### src/rtl/alu_muldiv_controller_pkg.sv
// Shared encodings for the execute-stage ALU controller: RV32 opcodes, ALU op
// codes, RV32M func3 codes and the multiply/divide sequencer states.
package alu_muldiv_controller_pkg;

  localparam logic [6:0] OP_RTYPE = 7'b0110011;
  localparam logic [6:0] OP_ITYPE = 7'b0010011;
  localparam logic [6:0] MFUNC7   = 7'b0000001;

  typedef enum logic [3:0] {
    ALUADD  = 4'd0,
    ALUSUB  = 4'd1,
    ALUXOR  = 4'd2,
    ALUOR   = 4'd3,
    ALUAND  = 4'd4,
    ALUSLL  = 4'd5,
    ALUSRL  = 4'd6,
    ALUSRA  = 4'd7,
    ALUSLT  = 4'd8,
    ALUSLTU = 4'd9
  } aluop_e;

  typedef enum logic [2:0] {
    M_MUL    = 3'b000,
    M_MULH   = 3'b001,
    M_MULHSU = 3'b010,
    M_MULHU  = 3'b011,
    M_DIV    = 3'b100,
    M_DIVU   = 3'b101,
    M_REM    = 3'b110,
    M_REMU   = 3'b111
  } mfunc_e;

  typedef enum logic [1:0] {
    S_IDLE,
    S_MUL,
    S_DIV,
    S_DONE
  } md_state_e;

endpackage

### src/rtl/alu_muldiv_controller_muldiv_core.sv
// Iterative RV32M engine: shift-add multiplier and restoring divider on operand
// magnitudes, with the sign applied to the final result.
module muldiv_core
  import alu_muldiv_controller_pkg::*;
#(
  parameter int XLEN = 32
) (
  input  logic            clk,
  input  logic            rst,
  input  logic            start,
  input  logic            flush,
  input  logic [2:0]      func3,
  input  logic [XLEN-1:0] rs1,
  input  logic [XLEN-1:0] rs2,
  output logic            md_done,
  output logic [XLEN-1:0] md_result
);

  localparam int CW = $clog2(XLEN);
  localparam logic [XLEN-1:0] SMIN = {1'b1, {(XLEN-1){1'b0}}};

  md_state_e         state, state_next;
  mfunc_e            op, op_in;
  logic              neg;
  logic [CW-1:0]     count;
  logic [2*XLEN-1:0] acc;
  logic [XLEN-1:0]   opb;

  logic              accept, s1, s2, neg_in, div_zero, ovf;
  logic [XLEN-1:0]   mag1, mag2, spec_res;
  logic [XLEN:0]     mul_sum, div_sh, div_diff;
  logic [2*XLEN-1:0] step, prod;
  logic [XLEN-1:0]   quo, rmd, final_res;

  assign op_in  = mfunc_e'(func3);
  assign accept = start & ~flush;

  // Operand conditioning at accept: magnitudes, result sign, divide corner cases.
  always_comb begin
    s1       = 1'b0;
    s2       = 1'b0;
    neg_in   = 1'b0;
    div_zero = 1'b0;
    ovf      = 1'b0;
    spec_res = '0;
    if (op_in inside {M_MUL, M_MULH, M_MULHSU, M_DIV, M_REM}) s1 = rs1[XLEN-1];
    if (op_in inside {M_MUL, M_MULH, M_DIV, M_REM})           s2 = rs2[XLEN-1];
    mag1     = s1 ? -rs1 : rs1;
    mag2     = s2 ? -rs2 : rs2;
    neg_in   = (func3[2] & func3[1]) ? s1 : (s1 ^ s2);
    div_zero = func3[2] & (rs2 == '0);
    ovf      = func3[2] & ~func3[0] & (rs1 == SMIN) & (rs2 == '1);
    if (div_zero)  spec_res = func3[1] ? rs1 : '1;
    else if (ovf)  spec_res = func3[1] ? '0 : SMIN;
  end

  // acc holds {partial product, multiplier} for MUL and {remainder, quotient} for DIV.
  always_comb begin
    mul_sum  = {1'b0, acc[2*XLEN-1:XLEN]} + (acc[0] ? {1'b0, opb} : '0);
    div_sh   = {acc[2*XLEN-1:XLEN], acc[XLEN-1]};
    div_diff = div_sh - {1'b0, opb};
    if (state == S_DIV)
      step = div_diff[XLEN] ? {div_sh[XLEN-1:0], acc[XLEN-2:0], 1'b0}
                            : {div_diff[XLEN-1:0], acc[XLEN-2:0], 1'b1};
    else
      step = {mul_sum, acc[XLEN-1:1]};
    prod = neg ? -step : step;
    quo  = neg ? -step[XLEN-1:0] : step[XLEN-1:0];
    rmd  = neg ? -step[2*XLEN-1:XLEN] : step[2*XLEN-1:XLEN];
    if (state == S_MUL)
      final_res = (op == M_MUL) ? prod[XLEN-1:0] : prod[2*XLEN-1:XLEN];
    else
      final_res = op[1] ? rmd : quo;
  end

  always_comb begin
    state_next = state;
    case (state)
      S_IDLE: if (accept)
                state_next = (div_zero | ovf) ? S_DONE : (func3[2] ? S_DIV : S_MUL);
      S_MUL, S_DIV: begin
        if (flush)             state_next = S_IDLE;
        else if (count == '0)  state_next = S_DONE;
      end
      S_DONE:  state_next = S_IDLE;
      default: state_next = S_IDLE;
    endcase
  end

  assign md_done = (state == S_DONE) & ~flush;

  always_ff @(posedge clk or posedge rst) begin
    if (rst) begin
      state     <= S_IDLE;
      count     <= '0;
      acc       <= '0;
      opb       <= '0;
      op        <= M_MUL;
      neg       <= 1'b0;
      md_result <= '0;
    end else begin
      state <= state_next;
      case (state)
        S_IDLE: if (accept) begin
          op    <= op_in;
          neg   <= neg_in;
          opb   <= mag2;
          acc   <= {{XLEN{1'b0}}, mag1};
          count <= CW'(XLEN - 1);
          if (div_zero | ovf) md_result <= spec_res;
        end
        S_MUL, S_DIV: if (!flush) begin
          acc   <= step;
          count <= count - 1'b1;
          if (count == '0) md_result <= final_res;
        end
        default: ;
      endcase
    end
  end

endmodule

### src/rtl/alu_muldiv_controller.sv
// Execute-stage ALU controller: zero-latency RV32I base decode to an ALU op
// code, plus stall generation around the iterative RV32M engine.
module alu_muldiv_controller
  import alu_muldiv_controller_pkg::*;
#(
  parameter int XLEN   = 32,
  parameter int IWIDTH = 17,
  parameter int AWIDTH = 4
) (
  input  logic              clk,
  input  logic              rst,
  input  logic [IWIDTH-1:0] instruction,
  input  logic              valid,
  input  logic              flush,
  input  logic [XLEN-1:0]   rs1,
  input  logic [XLEN-1:0]   rs2,
  output logic [AWIDTH-1:0] aluop,
  output logic              stall,
  output logic              md_done,
  output logic [XLEN-1:0]   md_result
);

  logic [6:0] opcode, func7;
  logic [2:0] func3;
  logic       m_req;
  aluop_e     alu_sel;

  assign opcode = instruction[6:0];
  assign func3  = instruction[9:7];
  assign func7  = instruction[16:10];

  // Only R-type has a SUB form; for I-type func7[5] is an immediate bit except on SRAI.
  always_comb begin
    alu_sel = ALUADD;
    if (opcode == OP_ITYPE || (opcode == OP_RTYPE && func7 != MFUNC7)) begin
      case (func3)
        3'b000: alu_sel = (opcode == OP_RTYPE && func7[5]) ? ALUSUB : ALUADD;
        3'b001: alu_sel = ALUSLL;
        3'b010: alu_sel = ALUSLT;
        3'b011: alu_sel = ALUSLTU;
        3'b100: alu_sel = ALUXOR;
        3'b101: alu_sel = func7[5] ? ALUSRA : ALUSRL;
        3'b110: alu_sel = ALUOR;
        default: alu_sel = ALUAND;
      endcase
    end
  end

  assign aluop = AWIDTH'(alu_sel);
  assign m_req = valid & (opcode == OP_RTYPE) & (func7 == MFUNC7);
  assign stall = m_req & ~md_done;

  muldiv_core #(
    .XLEN(XLEN)
  ) u_muldiv_core (
    .clk       (clk),
    .rst       (rst),
    .start     (m_req),
    .flush     (flush),
    .func3     (func3),
    .rs1       (rs1),
    .rs2       (rs2),
    .md_done   (md_done),
    .md_result (md_result)
  );

endmodule

### config.mk
export PLATFORM = sky130hd
export DESIGN_NAME = alu_muldiv_controller
export DESIGN_NICKNAME = d
export VERILOG_FILES = /design/src/rtl/alu_muldiv_controller_pkg.sv /design/src/rtl/alu_muldiv_controller_muldiv_core.sv /design/src/rtl/alu_muldiv_controller.sv
export SDC_FILE = /design/constraint.sdc
export NUM_CORES = 1
export LEC_CHECK = 0
export BUFFER_PORTS_ARGS = -buffer_cell sky130_fd_sc_hd__buf_2
export CORE_UTILIZATION = 45
export CTS_CLUSTER_DIAMETER = 80
export CTS_CLUSTER_SIZE = 8
export DETAILED_ROUTE_END_ITERATION = 10
export PLACE_DENSITY_LB_ADDON = 0.25
export SLEW_MARGIN = 20
export SYNTH_ARGS = -nofsm -noshare
export SYNTH_HDL_FRONTEND = slang
export SYNTH_SLANG_ARGS = --single-unit
### constraint.sdc
create_clock -name clk -period 6.9 [get_ports clk]
set_input_delay 1.38 -clock clk [delete_from_list [all_inputs] [get_ports clk]]
set_output_delay 1.38 -clock clk [all_outputs]
set_load 0.02 [all_outputs]
# Word-level counts from Yosys, hierarchy flattened
# Cells that the tools add are included.
[op_classes]
add_sub_neg = 8
n_eq_ne = 20
mux = 39
bitwise = 15
n_reduce_logical = 16
[op_table]
columns = ["op", "count"]
rows = [
  ["2-to-1 mux 32 bit", 16],
  ["2-to-1 mux 64 bit", 5],
  ["negator 32 bit", 4],
  ["one-hot mux 64 bit (2 select lines)", 1],
  ["== test 32 bit (second input constant)", 2],
  ["negator 64 bit", 1],
  ["one-hot mux 32 bit (2 select lines)", 1],
  ["adder 32 x 33 -> 33 bit", 1],
  ["subtractor 33 x 32 -> 33 bit", 1],
  ["zero test 32 bit", 1],
  ["one-hot mux 4 bit (7 select lines)", 1],
  ["bitwise AND 1 bit", 10],
  ["2-to-1 mux 2 bit", 5],
  ["2-to-1 mux 5 bit", 2],
  ["one-hot mux 5 bit (2 select lines)", 1],
  ["== test 3 bit (second input constant)", 3],
  ["== test 7 x 1 -> 1 bit (second input constant)", 1],
  ["== test 7 x 5 -> 1 bit (second input constant)", 1],
  ["== test 7 x 6 -> 1 bit (second input constant)", 1],
  ["!= test 7 x 1 -> 1 bit (second input constant)", 1],
  ["== test 3 x 2 -> 1 bit (second input constant)", 2],
  ["zero test 3 bit", 2],
  ["!= test 2 x 1 -> 1 bit (second input constant)", 3],
  ["one-hot mux 2 bit (3 select lines)", 1],
  ["22 further kinds", 31],
]
[totals]
register_bits = 139
in_bits = 85
output_inout_bits = 38

# Longest topological paths before layout
[depth]
word_depth = 10
ltp_mapped = 26

# Modules after synthesis
# Synthesis repeated with hierarchy kept, for this count alone.
[unflattened]
hier_cells = 2145
area_unflattened_um2 = 15845.2
[modules_own_cells]
columns = ["module", "n_inst", "cells_each", "area_per_inst_um2", "seq_area_each_um2"]
rows = [
  ["muldiv_core", 1, 2125, 15700.1, 3478.3],
  ["alu_muldiv_controller", 1, 20, 145.1, 0.0],
]

# Least setup slack after synthesis
# Ideal clock, no wire load.
[synth_path]
kind = "reg-to-reg"
from = "register u_muldiv_core.acc[31]"
to = "register u_muldiv_core.md_result[8]"
setup_time_ns = 0.141
t_arrival_ns = 5.970
required_time_ns = 6.759
setup_slack_ns = 0.789
stages_incl_launch_ff = 26
path_buffers = 3
synth_period_minus_slack_ns = 6.111
path_cell_list = "dfrtp_1 -> inv_1 -> ha_1 -> inv_1 -> fa_1 -> a211oi_2 -> nor3_1 -> o211a_1 -> o211a_1 -> or3_1 -> buf_2 -> nand3_2 -> clkbuf_1 -> a21boi_0 -> ha_1 -> o21ai_0 -> or3_1 -> or4_1 -> clkbuf_1 -> nor4_1 -> nand3_1 -> o41ai_1 -> xor2_1 -> nor2_1 -> o21ai_0 -> a31oi_1"
[synth_via]
elab_chain_len = 10
[synth_lines]
columns = ["item", "line_no", "source"]
rows = [
  ["start: declaration", "alu_muldiv_controller_muldiv_core.sv:26", "logic [2*XLEN-1:0] acc;"],
  ["start signal: assignment", "alu_muldiv_controller_muldiv_core.sv:108", "acc <= {{XLEN{1'b0}}, mag1};"],
  ["start signal: assignment", "alu_muldiv_controller_muldiv_core.sv:113", "acc <= step;"],
  ["subtractor 33 x 32 -> 33 bit", "alu_muldiv_controller_muldiv_core.sv:61", "div_diff = div_sh - {1'b0, opb};"],
  ["2-to-1 mux 64 bit", "alu_muldiv_controller_muldiv_core.sv:63", "step = div_diff[XLEN] ? {div_sh[XLEN-1:0], acc[XLEN-2:0], 1'b0}"],
  ["2-to-1 mux 64 bit (*)", "alu_muldiv_controller_muldiv_core.sv:62", "if (state == S_DIV)"],
  ["negator 64 bit (tied with other cells)", "alu_muldiv_controller_muldiv_core.sv:67", "prod = neg ? -step : step;"],
  ["2-to-1 mux 64 bit (tied with other cells)", "alu_muldiv_controller_muldiv_core.sv:67", ""],
  ["2-to-1 mux 32 bit (on tied branches)", "alu_muldiv_controller_muldiv_core.sv:71, alu_muldiv_controller_muldiv_core.sv:73", ""],
  ["2-to-1 mux 32 bit (*)", "alu_muldiv_controller_muldiv_core.sv:70", "if (state == S_MUL)"],
  ["2-to-1 mux 32 bit (*)", "alu_muldiv_controller_muldiv_core.sv:115", "if (count == '0) md_result <= final_res;"],
  ["2-to-1 mux 32 bit (*)", "alu_muldiv_controller_muldiv_core.sv:112", "S_MUL, S_DIV: if (!flush) begin"],
  ["one-hot mux 32 bit (2 select lines) (*)", "alu_muldiv_controller_muldiv_core.sv:103", "case (state)"],
  ["end signal: assignment", "alu_muldiv_controller_muldiv_core.sv:110", "if (div_zero | ovf) md_result <= spec_res;"],
  ["end signal: assignment", "alu_muldiv_controller_muldiv_core.sv:115", ""],
  ["end: declaration", "alu_muldiv_controller_muldiv_core.sv:16", "output logic [XLEN-1:0] md_result"],
]
# Every way passes the cells marked *; elsewhere a longest branch is shown, timed or not. The select of a mux whose other input is x is not followed.
# A chain may end at the register's enable or synchronous reset.

# Worst setup path in the final report
[layout_path]
from = "register u_muldiv_core.acc[31]"
to = "register u_muldiv_core.md_result[10]"
# Same word-level chain as after synthesis.

==> run metrics <==
Crit Path Class=flop to flop; die width=189 microns; vias in the first global route=16.1k; Slew Limit Headroom=0.232; post-synthesis register bit count=139; Yosys top cell area share=0.220; CP max FO=10; port bufs=122; RSZ-0062 raised after global routing=false; Detailed Route WL=66,000 microns; Post-synth top flop=dfrtp_1; Critical Path, Cell by Cell=inv_1, ha_1, inv_1, fa_1, a211oi_2, nor3_1, o211a_1, o211a_1, or3_1, nand3_2, a21boi_0, buf_4, ha_1, o21ai_0, or3_1, or4_1, nor4_1, buf_4, nand3_1, nand2_1, nand2_1, xnor2_1, a211oi_1, a2111oi_0; compound-gate portion of the synthesized area=0.291; largest net degree at the start of global routing=96; Mapped Area=0.0158 sq mm; vias post-DR=17.5k; worst vdd ir=0.299 mV; All-Layer GR Usage=0.368; Syn Nets=2,310; setup bufs post-CTS=0; Slowest-stage cell, CP=or4_1; Die H=189 microns; sequential area share after synthesis=0.220; CTS tree=built; total CTS buffers=17; Core Box Area=0.0345 sq mm; Post-Synthesis Cells=2,148; initial DRC count=2,041; final setup vio count=0; Max Fclk=154 MHz; htree depth=4; commonest non-fill, non-tap cells in the layout=nand2_1 (279), o21ai_0 (238), nor2_1 (155); register area=0.00348 sq mm; crit end category=flop; endpoints failing hold=0; clk sinks=139; die area=0.0359 sq mm; clk_skew=12.6 ps; clock transition at the registers of the reported paths=70 ps; footprint of the multi-input gates=0.0116 sq mm; Min-Delay Path Class=flop to flop; GRT Residual Overflow=0; fraction of layout cells with a size suffix above 1=0.122; Distinct cells, synth=93; EDFF count, synth=0; post-route antenna net violation count=0; first-pass GRT wire length=99,700 microns; simple-gate share of the synthesized area=0.250; post-synthesis adder-cell area fraction=0.0619; filler instances=3,577; async set or reset register ratio after synthesis=1.00; Root Driver=clkbuf_16; Req. time, crit path=7220 ps; antenna violations before repair=2; Syn. warnings=0; post-synthesis mux area share=0.0389; setup_tns=0 ps; run status=completed; Clock Path Buffers=2; PwrDens=489 mW/mm^2; first-pass detailed-route iteration total=6; leading cell type in the layout, fill and taps excluded=nand2_1; I/O pin cnt=123; largest family of logic cells by synthesized area=compound AO/OA/AOI/OAI gates; fin crit share=0.938; fin crit period=6470 ps; clk_lat worst skew=460 ps; FP Rows=68; Synth area leader=dfrtp_1; Post-CTS Resized=0; crit-path max cell delay=540 ps; max_cap viols=0; Critical Path AT=6790 ps; Area growth syn-to-layout=10.5%; Final GP Congestion=1.05; Initial Util=0.457; # nets final=2,379; Slew @ Worst Pin=1140 ps; CTS Hold Bufs=0; dpl hpwl=51,300 microns; DP Area=0.0169 sq mm; post-route cell area=0.0175 sq mm; Worst setup SP type=flop; leakage power=0.00724 uW; Wirelength per Cell=24.6 microns; Avg Cell Area, Syn=7.36 sq um; Via density=6.53; Area contributors post-synth=dfrtp_1 (22%), o21ai_0 (7.5%), nand2_1 (6.7%), ha_1 (5.9%), xnor2_1 (5.0%); Synth Area in XOR/XNOR=0.0887; Slew Limit Fails=0; Residual DRC=0
[logic make-up (layout without fill, tap and decap cells)]
logic type	count (synthesis)	after routing
AOI/OAI and AO/OA	716	716
xor gates and xnor gates	160	160
adders and majority gates	77	77
buffers and inverters	201	283
DFF	139	139
muxes	56	56
other	0	1
and+or+nand+nor	799	799
[Yosys cell counts (11+ instances only)]
cell and number:
or3_1 34, xnor2_1 91, o21ai_0 238, a21o_1 32, nor2_1 155, o211ai_1 24
nand3_1 50, nor3_1 55, a211oi_1 23, xor2_1 69, nand4_1 28, a31oi_1 37
nor4_1 20, or4_1 16, o31ai_1 32, and2_1 44, buf_2 16, clkbuf_1 96
o21a_1 17, nand2b_1 21, mux2i_1 40, and3_1 25, inv_1 80, a211o_1 14
dfrtp_1 139, mux2_2 13, nand2_1 280, nor2b_1 14, a21oi_1 146, ha_1 75
a221oi_1 11, a22o_1 19
[worst max-delay path: cells and delay by family (launching register included)]
family | cells | cell delay [ps]
adders and majority gates | 3 | 860
DFF | 1 | 400
AOI/OAI and AO/OA | 7 | 1550
xor gates and xnor gates | 1 | 200
buffers and inverters | 4 | 490
and+or+nand+nor | 9 | 2820
[final timing paths]
kind,startpoint,to,slack [ps],cells after the start
max in group asynchronous,rst,u_muldiv_core.acc[61],4490,3
worst min register to register,u_muldiv_core.md_result[1],u_muldiv_core.md_result[1],480,1
worst max-delay path,u_muldiv_core.acc[31],u_muldiv_core.md_result[10],430,24
min in group asynchronous,rst,u_muldiv_core.opb[15],1050,2
worst max register to register,u_muldiv_core.acc[31],u_muldiv_core.md_result[10],430,24
worst min-delay path,u_muldiv_core.md_result[1],u_muldiv_core.md_result[1],480,1
[final cells by class]
cell class / instances / area share
Timing Repair Buffer: 171 / 0.0560
Sequential cell: 139 / 0.199
Clock inverter: 14 / 0.00645
Inverter: 80 / 0.0175
Tap cell: 455 / 0.0326
Multi-Input combinational cell: 1808 / 0.663
Antenna cell: 1 / 0.000143
Clock buffer: 18 / 0.0246
[per-stage QoR]
stage                     setup WS [ps]  utilization  std cells  hold slack (ps)  power [uW]
after floorplan                     789            -       2148              463        5430
after global routing               50.7        0.506       2686              510        9030
after CTS                           588        0.505       2685              485        8350
after global placement              795        0.490       2653              458        7420
final                               426        0.506       2686              481        8550
after detailed placement            574        0.490       2653              471        7420
[flip-flops by register name, summed over array words and instances, names as in the netlist]
register / cells
u_muldiv_core.acc: 64
u_muldiv_core.count: 5
u_muldiv_core.md_result: 32
u_muldiv_core.neg: 1
u_muldiv_core.op: 3
u_muldiv_core.opb: 32
u_muldiv_core.state: 2
[power breakdown]
group,switching [uW],internal (uW)
clock,435,466
combinational,4160,2040
sequential,346,1100
[per-layer routing]
layer	vias up	GRT usage	routed length (microns)
met5	-	0	0
met4	0	0.136	2240
met3	133	0.0788	7220
met2	935	0.526	27300
met1	8419	0.535	29300
li1	8040	-	-
(Power assumes the default switching activity.)
